File: config.mk
export PLATFORM = sky130hd
export DESIGN_NAME = axi_lite_slave_example_regs
export DESIGN_NICKNAME = d
export VERILOG_FILES = /design/src/rtl/axi_lite_slave_example_regs_pkg.sv /design/src/rtl/axi_lite_slave_example_regs_ctrl.sv /design/src/rtl/axi_lite_slave_example_regs.sv
export SDC_FILE = /design/constraint.sdc
export NUM_CORES = 1
export LEC_CHECK = 0
export CORE_ASPECT_RATIO = 0.7
export CORE_MARGIN = 4
export CORE_UTILIZATION = 25
export DETAILED_ROUTE_END_ITERATION = 12
export HOLD_SLACK_MARGIN = 0.03
export MAX_ROUTING_LAYER = met4
export PLACE_DENSITY = 0.53
export SETUP_SLACK_MARGIN = 0.05
export SYNTH_ARGS = -nofsm -noshare
export SYNTH_HDL_FRONTEND = slang
export SYNTH_SLANG_ARGS = --single-unit
File: constraint.sdc
create_clock -name s_axi_aclk -period 2.97 [get_ports s_axi_aclk]
set_clock_uncertainty 0.15 [all_clocks]
set_input_delay 0.297 -clock s_axi_aclk [delete_from_list [all_inputs] [get_ports s_axi_aclk]]
set_output_delay 0.297 -clock s_axi_aclk [all_outputs]
set_load 0.1 [all_outputs]
File: src/rtl/axi_lite_slave_example_regs_pkg.sv
// Shared definitions for the axi_lite_slave_example register block.
// - Word offsets of every register (byte address >> 2)
// - AXI response code
// - Write request bundle passed from the handshake controller to the
//   register file
// - Byte-lane merge helper
package axi_lite_slave_example_regs_pkg;

    localparam int WORD_W = 14;
    typedef logic [WORD_W-1:0] word_addr_t;

    localparam word_addr_t ADDR_MAGIC         = 14'h00;
    localparam word_addr_t ADDR_VERSION       = 14'h01;
    localparam word_addr_t ADDR_FEATURE_FLAGS = 14'h02;
    localparam word_addr_t ADDR_GIT_HASH      = 14'h03;
    localparam word_addr_t ADDR_BUILD_TIME_LO = 14'h04;
    localparam word_addr_t ADDR_BUILD_TIME_HI = 14'h05;
    localparam word_addr_t ADDR_ENABLE        = 14'h08;
    localparam word_addr_t ADDR_OUTPUT_EN_LO  = 14'h09;
    localparam word_addr_t ADDR_OUTPUT_EN_HI  = 14'h0A;
    localparam word_addr_t ADDR_RING_COUNT    = 14'h0B;
    localparam word_addr_t ADDR_RING_COUNTA   = 14'h0C;
    localparam word_addr_t ADDR_RING_COUNTB   = 14'h0D;

    localparam logic [1:0] OKAY = 2'b00;

    typedef struct packed {
        logic        en;
        word_addr_t  addr;
        logic [31:0] data;
        logic [3:0]  strb;
    } wr_req_t;

    // Replace only the byte lanes whose strobe is set.
    function automatic logic [31:0] merge_strb(input logic [31:0] old,
                                               input logic [31:0] data,
                                               input logic [3:0]  strb);
        logic [31:0] res;
        res = old;
        for (int b = 0; b < 4; b++)
            if (strb[b]) res[b*8 +: 8] = data[b*8 +: 8];
        return res;
    endfunction

endpackage

File: src/rtl/axi_lite_slave_example_regs_ctrl.sv
// AXI4-Lite handshake controller for the example register block.
// Ports:
//   clk/rst               clock, asynchronous active-high reset
//   aw*/w*/b*             write address, data and response channels
//   ar*/r*valid/rready    read address channel and read valid handshake
//   wr_req                one-cycle write request (en, word addr, data, strb)
//   rd_en/rd_addr         one-cycle strobe telling the top to capture rdata
module axi_lite_slave_example_regs_ctrl
    import axi_lite_slave_example_regs_pkg::*;
#(
    parameter int ADDR_WIDTH = 16,
    parameter int ADDR_MSB   = 15,
    parameter int ADDR_LSB   = 2
) (
    input  logic                  clk,
    input  logic                  rst,
    input  logic [ADDR_WIDTH-1:0] awaddr,
    input  logic                  awvalid,
    output logic                  awready,
    input  logic [31:0]           wdata,
    input  logic [3:0]            wstrb,
    input  logic                  wvalid,
    output logic                  wready,
    output logic                  bvalid,
    input  logic                  bready,
    input  logic [ADDR_WIDTH-1:0] araddr,
    input  logic                  arvalid,
    output logic                  arready,
    output logic                  rvalid,
    input  logic                  rready,
    output wr_req_t               wr_req,
    output logic                  rd_en,
    output word_addr_t            rd_addr
);

    typedef enum logic [1:0] {W_IDLE, W_ACK, W_RESP} wr_state_t;
    typedef enum logic [1:0] {R_IDLE, R_ACK, R_DATA} rd_state_t;

    wr_state_t wstate;
    rd_state_t rstate;

    // Sub-word address bits carry no information for a 32-bit word map.
    logic unused_addr_bits;
    assign unused_addr_bits = &{1'b0, awaddr[ADDR_LSB-1:0], araddr[ADDR_LSB-1:0]};

    // Write side: accept only when both address and data are presented,
    // and never while a response is still waiting for bready.
    always_ff @(posedge clk or posedge rst) begin
        if (rst) begin
            wstate  <= W_IDLE;
            awready <= 1'b0;
            wready  <= 1'b0;
            bvalid  <= 1'b0;
        end else begin
            case (wstate)
                W_IDLE: if (awvalid && wvalid) begin
                    wstate  <= W_ACK;
                    awready <= 1'b1;
                    wready  <= 1'b1;
                end
                W_ACK: if (awvalid && wvalid) begin
                    wstate  <= W_RESP;
                    awready <= 1'b0;
                    wready  <= 1'b0;
                    bvalid  <= 1'b1;
                end
                W_RESP: if (bready) begin
                    wstate <= W_IDLE;
                    bvalid <= 1'b0;
                end
                default: wstate <= W_IDLE;
            endcase
        end
    end

    always_ff @(posedge clk or posedge rst) begin
        if (rst) begin
            rstate  <= R_IDLE;
            arready <= 1'b0;
            rvalid  <= 1'b0;
        end else begin
            case (rstate)
                R_IDLE: if (arvalid) begin
                    rstate  <= R_ACK;
                    arready <= 1'b1;
                end
                R_ACK: if (arvalid) begin
                    rstate  <= R_DATA;
                    arready <= 1'b0;
                    rvalid  <= 1'b1;
                end
                R_DATA: if (rready) begin
                    rstate <= R_IDLE;
                    rvalid <= 1'b0;
                end
                default: rstate <= R_IDLE;
            endcase
        end
    end

    // Strobes fire on the handshake edge itself.
    always_comb begin
        wr_req.en   = (wstate == W_ACK) && awvalid && wvalid;
        wr_req.addr = awaddr[ADDR_MSB:ADDR_LSB];
        wr_req.data = wdata;
        wr_req.strb = wstrb;
    end

    assign rd_en   = (rstate == R_ACK) && arvalid;
    assign rd_addr = araddr[ADDR_MSB:ADDR_LSB];

endmodule

File: src/rtl/axi_lite_slave_example_regs.sv
// AXI4-Lite control/status register block for axi_lite_slave_example.
// Ports:
//   s_axi_aclk            clock
//   s_axi_aresetn         asynchronous reset, active-high despite the name
//   s_axi_aw*/w*/b*       AXI4-Lite write channels (bresp always OKAY)
//   s_axi_ar*/r*          AXI4-Lite read channels (rresp always OKAY)
//   enable/output_en/ring_count   RW register contents driven to fabric
//   ring_counta/ring_countb       status from fabric, sampled on read
module axi_lite_slave_example_regs
    import axi_lite_slave_example_regs_pkg::*;
#(
    parameter logic [31:0] MAGIC               = 32'h21EAF,
    parameter logic [31:0] VERSION             = 32'h0,
    parameter logic [31:0] FEATURE_FLAGS       = 32'h0,
    parameter logic [31:0] GIT_HASH            = 32'h0,
    parameter logic [63:0] BUILD_TIME          = 64'h0,
    parameter logic        DEFAULT_ENABLE      = 1'h0,
    parameter logic [32:0] DEFAULT_OUTPUT_EN   = 33'h0,
    parameter logic [15:0] DEFAULT_RING_COUNT  = 16'h0,
    parameter logic [15:0] DEFAULT_RING_COUNTA = 16'h0,
    parameter logic [15:0] DEFAULT_RING_COUNTB = 16'h0,
    parameter int C_S_AXI_DATA_WIDTH = 32,
    parameter int C_S_AXI_ADDR_WIDTH = 16,
    parameter int C_S_AXI_ADDR_MSB   = 15,
    parameter int C_S_AXI_ADDR_LSB   = 2
) (
    input  logic                            s_axi_aclk,
    input  logic                            s_axi_aresetn,
    input  logic [C_S_AXI_ADDR_WIDTH-1:0]   s_axi_awaddr,
    input  logic [2:0]                      s_axi_awprot,
    input  logic                            s_axi_awvalid,
    output logic                            s_axi_awready,
    input  logic [C_S_AXI_DATA_WIDTH-1:0]   s_axi_wdata,
    input  logic [C_S_AXI_DATA_WIDTH/8-1:0] s_axi_wstrb,
    input  logic                            s_axi_wvalid,
    output logic                            s_axi_wready,
    output logic [1:0]                      s_axi_bresp,
    output logic                            s_axi_bvalid,
    input  logic                            s_axi_bready,
    input  logic [C_S_AXI_ADDR_WIDTH-1:0]   s_axi_araddr,
    input  logic [2:0]                      s_axi_arprot,
    input  logic                            s_axi_arvalid,
    output logic                            s_axi_arready,
    output logic [C_S_AXI_DATA_WIDTH-1:0]   s_axi_rdata,
    output logic [1:0]                      s_axi_rresp,
    output logic                            s_axi_rvalid,
    input  logic                            s_axi_rready,
    output logic                            enable,
    output logic [32:0]                     output_en,
    output logic [15:0]                     ring_count,
    input  logic [15:0]                     ring_counta,
    input  logic [15:0]                     ring_countb
);

    logic       rst;
    wr_req_t    wr_req;
    logic       rd_en;
    word_addr_t rd_addr;
    logic [31:0] rd_mux;

    assign rst = s_axi_aresetn;

    // Protection bits and the status-default parameters have no effect here.
    logic unused_inputs;
    assign unused_inputs = &{1'b0, s_axi_awprot, s_axi_arprot,
                             DEFAULT_RING_COUNTA, DEFAULT_RING_COUNTB};

    axi_lite_slave_example_regs_ctrl #(
        .ADDR_WIDTH (C_S_AXI_ADDR_WIDTH),
        .ADDR_MSB   (C_S_AXI_ADDR_MSB),
        .ADDR_LSB   (C_S_AXI_ADDR_LSB)
    ) u_ctrl (
        .clk     (s_axi_aclk),
        .rst     (rst),
        .awaddr  (s_axi_awaddr),
        .awvalid (s_axi_awvalid),
        .awready (s_axi_awready),
        .wdata   (s_axi_wdata),
        .wstrb   (s_axi_wstrb),
        .wvalid  (s_axi_wvalid),
        .wready  (s_axi_wready),
        .bvalid  (s_axi_bvalid),
        .bready  (s_axi_bready),
        .araddr  (s_axi_araddr),
        .arvalid (s_axi_arvalid),
        .arready (s_axi_arready),
        .rvalid  (s_axi_rvalid),
        .rready  (s_axi_rready),
        .wr_req  (wr_req),
        .rd_en   (rd_en),
        .rd_addr (rd_addr)
    );

    assign s_axi_bresp = OKAY;
    assign s_axi_rresp = OKAY;

    // RW registers; RO and unmapped words fall through to default.
    always_ff @(posedge s_axi_aclk or posedge rst) begin
        if (rst) begin
            enable     <= DEFAULT_ENABLE;
            output_en  <= DEFAULT_OUTPUT_EN;
            ring_count <= DEFAULT_RING_COUNT;
        end else if (wr_req.en) begin
            case (wr_req.addr)
                ADDR_ENABLE:
                    if (wr_req.strb[0]) enable <= wr_req.data[0];
                ADDR_OUTPUT_EN_LO:
                    output_en[31:0] <= merge_strb(output_en[31:0], wr_req.data, wr_req.strb);
                ADDR_OUTPUT_EN_HI:
                    if (wr_req.strb[0]) output_en[32] <= wr_req.data[0];
                ADDR_RING_COUNT: begin
                    if (wr_req.strb[0]) ring_count[7:0]  <= wr_req.data[7:0];
                    if (wr_req.strb[1]) ring_count[15:8] <= wr_req.data[15:8];
                end
                default: ;
            endcase
        end
    end

    always_comb begin
        rd_mux = 32'h0;
        case (rd_addr)
            ADDR_MAGIC:         rd_mux = MAGIC;
            ADDR_VERSION:       rd_mux = VERSION;
            ADDR_FEATURE_FLAGS: rd_mux = FEATURE_FLAGS;
            ADDR_GIT_HASH:      rd_mux = GIT_HASH;
            ADDR_BUILD_TIME_LO: rd_mux = BUILD_TIME[31:0];
            ADDR_BUILD_TIME_HI: rd_mux = BUILD_TIME[63:32];
            ADDR_ENABLE:        rd_mux = {31'h0, enable};
            ADDR_OUTPUT_EN_LO:  rd_mux = output_en[31:0];
            ADDR_OUTPUT_EN_HI:  rd_mux = {31'h0, output_en[32]};
            ADDR_RING_COUNT:    rd_mux = {16'h0, ring_count};
            ADDR_RING_COUNTA:   rd_mux = {16'h0, ring_counta};
            ADDR_RING_COUNTB:   rd_mux = {16'h0, ring_countb};
            default:            rd_mux = 32'h0;
        endcase
    end

    // Captured on the read handshake edge, so a write landing on the same
    // edge is not yet visible.
    always_ff @(posedge s_axi_aclk or posedge rst) begin
        if (rst)        s_axi_rdata <= '0;
        else if (rd_en) s_axi_rdata <= rd_mux;
    end

endmodule

==> metrics <==
outcome completed; Mapped Cells 338; distinct cell type count after synthesis 43; reg-to-reg endpoint output_en[17]$_DFFE_PP0P_; Setup crit end kind flop; CTS HTree Levels 3; Synthesis Warnings 0; Hold Crit Class in -> async; grt ovf 0; Root Driver clkbuf_16; DPL Wire Length 11200 um; fin. max-slew vios 0; share of the yosys chip area belonging to registers 53.5%; crit path cell chain clkdlybuf4s50_1 -> nor4_4 -> nand4_4 -> nor3_4 -> mux2_2; clk buf depth 2; Worst VDD drop 337 uV; Worst-path clk slew 0.07 ns; initial antenna violation count 0; Arr. time, crit path 2.31 ns; post-layout minimum cycle time 2.24 ns; FMAX 447 MHz; Critical R2R Launch u_ctrl.wstate[1]$_DFFE_PP0P_; Avg Synthesized Cell Area 12.4 um2; R2R depth 4; Core Rows 39; Max Cap Viol 0; hold_buf cts 0; CTS tree built; clock sink count 90; P per Cell Area 479 nW/um2; Die Ht 117 um; critical path required time 3.04 ns; max_slew headroom 36.4%; via/cell ratio 4.67; First DRT Iteration DRCs 183; ANT nets after route 0; Starting Density 25.7%; Setup violations, final 0; total number of vias 3577; crit-path max FO 8; delay-heaviest family, CP simple AND/OR/NAND/NOR gates; CP max-delay cell nor3_4; Crit path largest cell delay 0.53 ns; post_cts resized 0; nets 649; Crit Path Class in -> reg; type of origin of the critical path input pin; first-pass GRT wire length 22200 um; Core ar. 16400 um2; Layout Area Growth over Synthesis 53.5%; reg2reg setup slack 0.91 ns; # DRC 0; Setup Fix Bufs, Post-CTS 0; DP Area 6190 um2; DR pass1 iterations 4; layout cells sized above 1 33.6%; full die area 19000 um2; Mapped Area 4210 um2; largest net degree at the start of global routing 39; final instance area 6460 um2; I/O pin cnt 204; LEAKAGE 3.03 nW; fin crit share 75.4%; Clk Latency, worst-skew pair 0.34 ns; chip width 163 um; ANT cells 0; Worst Tran Pin Value 0.950 ns; GRT Total Usage 15.6%; number of I/O port buffers 189; Hold Vio Cnt, Final 0; Synth Register Bits 90; setup TNS 0 ns; vias in the first global route 3814; Buffers & Inverters on Critical Path 1; TritonCTS Buffers 9; DR WL/cell 18.9 um; RSZ-0062 raised after global routing false; GPL Wtd Cong 0.787; WL final 14500 um
==> cells in the final DEF, fill, tap and decap left out, types with 5 or more instances in the layout <==
cell type        count
a221oi_1            10
buf_4              100
mux2_4               8
mux2_2              47
dfrtp_1             90
a22o_1              23
a21o_1               5
clkdlybuf4s50_1    102
inv_1                5
clkbuf_16            9
nand2_1             26
nor2b_1              6
o21ai_0             20
nor2_1              19
mux2i_1              6
nor4_1               7
==> how the worst max path moves through the flow <==
stage / from / to / slack (ns) / cells after the start
2_1_floorplan: s_axi_aresetn / enable$_DFFE_PP0P_ / 0.19 / 1
3_3_place_gp: s_axi_awaddr[13] / output_en[17]$_DFFE_PP0P_ / 0.37 / 5
3_5_place_dp: s_axi_awaddr[13] / output_en[2]$_DFFE_PP0P_ / 0.33 / 5
4_1_cts: s_axi_awaddr[13] / output_en[2]$_DFFE_PP0P_ / 0.70 / 5
5_1_grt: s_axi_awaddr[13] / output_en[4]$_DFFE_PP0P_ / 0.59 / 5
6_report: s_axi_awaddr[13] / output_en[2]$_DFFE_PP0P_ / 0.73 / 5
==> registers in the layout (all words and copies together) (netlist names) <==
| register | flops |
|---|---|
| u_ctrl.rstate | 2 |
| output_en | 33 |
| u_ctrl.rvalid | 1 |
| u_ctrl.wstate | 2 |
| enable | 1 |
| s_axi_rdata | 32 |
| u_ctrl.awready | 1 |
| u_ctrl.arready | 1 |
| ring_count | 16 |
| u_ctrl.bvalid | 1 |
==> routing by layer <==
layer	wire length, um	track usage, %	part of all wire (%)	up-vias
li1	-	-	-	1655
met1	6960	22.2	48	1781
met2	6470	22.8	45	137
met3	1010	4.27	7.0	4
met4	62	2.51	0.43	0
met5	0	-	0	-
==> synthesized netlist by cell type <==
| master | number | area, um2 |
|---|---|---|
| and4b_1 | 1 | 10.0 |
| xor2_1 | 1 | 8.76 |
| a21o_1 | 5 | 37.5 |
| a31oi_1 | 1 | 6.26 |
| dfrtp_1 | 90 | 2250 |
| mux2_2 | 47 | 529 |
| nor3_4 | 3 | 48.8 |
| nand3b_1 | 3 | 22.5 |
| nand2b_1 | 4 | 25.0 |
| xnor2_1 | 1 | 8.76 |
| a32oi_1 | 1 | 8.76 |
| nor4_4 | 4 | 85.1 |
| buf_4 | 5 | 37.5 |
| mux2_4 | 8 | 120 |
| nor2b_1 | 6 | 37.5 |
| mux2i_1 | 6 | 60.1 |
| buf_2 | 2 | 10.0 |
| a221oi_1 | 10 | 87.6 |
| clkbuf_1 | 10 | 37.5 |
| nand4_1 | 1 | 6.26 |
| a222oi_1 | 4 | 40.0 |
| and3b_1 | 1 | 8.76 |
| a22o_1 | 23 | 201 |
| o41ai_1 | 1 | 8.76 |
| conb_1 | 1 | 3.75 |
| a21oi_1 | 3 | 15.0 |
| nor3_2 | 1 | 10.0 |
| a22oi_1 | 2 | 15.0 |
| or2_2 | 1 | 6.26 |
| nor3_1 | 2 | 10.0 |
| nand4_4 | 1 | 21.3 |
| nor4_1 | 7 | 43.8 |
| o32a_1 | 1 | 10.0 |
| nor4b_4 | 1 | 23.8 |
| o21a_1 | 2 | 15.0 |
| nand4b_1 | 2 | 17.5 |
| and2_1 | 2 | 12.5 |
| nand2_1 | 26 | 97.6 |
| nor2_1 | 19 | 71.3 |
| buf_1 | 1 | 3.75 |
| inv_1 | 6 | 22.5 |
| nand3_1 | 2 | 10.0 |
| o21ai_0 | 20 | 100 |
==> worst register-to-register path: cells and delay by family (launching register included) <==
kind / cells / cell delay, ns
AND/OR/NAND/NOR: 3 / 0.96
flip-flops: 1 / 0.41
multiplexers: 1 / 0.41
==> per-stage QoR <==
stage / hold slack [ns] / power [W] / std cells / setup WS, ns / utilization [%]
final: 0.207 / 0.00309 / 766 / 0.731 / 39.4
after global routing: 0.243 / 0.00325 / 766 / 0.591 / 39.4
after CTS: 0.207 / 0.00314 / 766 / 0.696 / 39.4
after detailed placement: 0.311 / 0.00206 / 750 / 0.333 / 37.7
after global placement: 0.319 / 0.00205 / 750 / 0.367 / 37.7
after floorplan: 0.254 / 0.00179 / 341 / 0.188 / -
==> where the power goes <==
part	total [W]	switching [W]	internal [W]	leakage (nW)
clock	0.00106	0.000489	0.000569	0.129
sequential	0.00132	0.0000445	0.00127	1.24
combinational	0.000715	0.000474	0.000241	1.66
==> layout make-up <==
class | count | area [um2]
multi-input cells | 227 | 1860
flip-flops and latches | 90 | 2250
clock inverters | 6 | 42.5
inverters | 6 | 25.0
repair buffers | 202 | 1770
well taps | 225 | 282
clock buffers | 10 | 229
fillers | 1625 | 9940
==> kinds of logic after synthesis <==
logic type,count (synthesis),share of synthesized area (%)
XOR/XNOR,2,0.416
AO/OA/AOI/OAI,73,13.0
flip-flops,90,53.5
buffers and inverters,24,2.65
AND/OR/NAND/NOR,87,13.5
multiplexers,61,16.9
other,1,0.0891
Note: power is estimated with default switching activity, not from simulation.
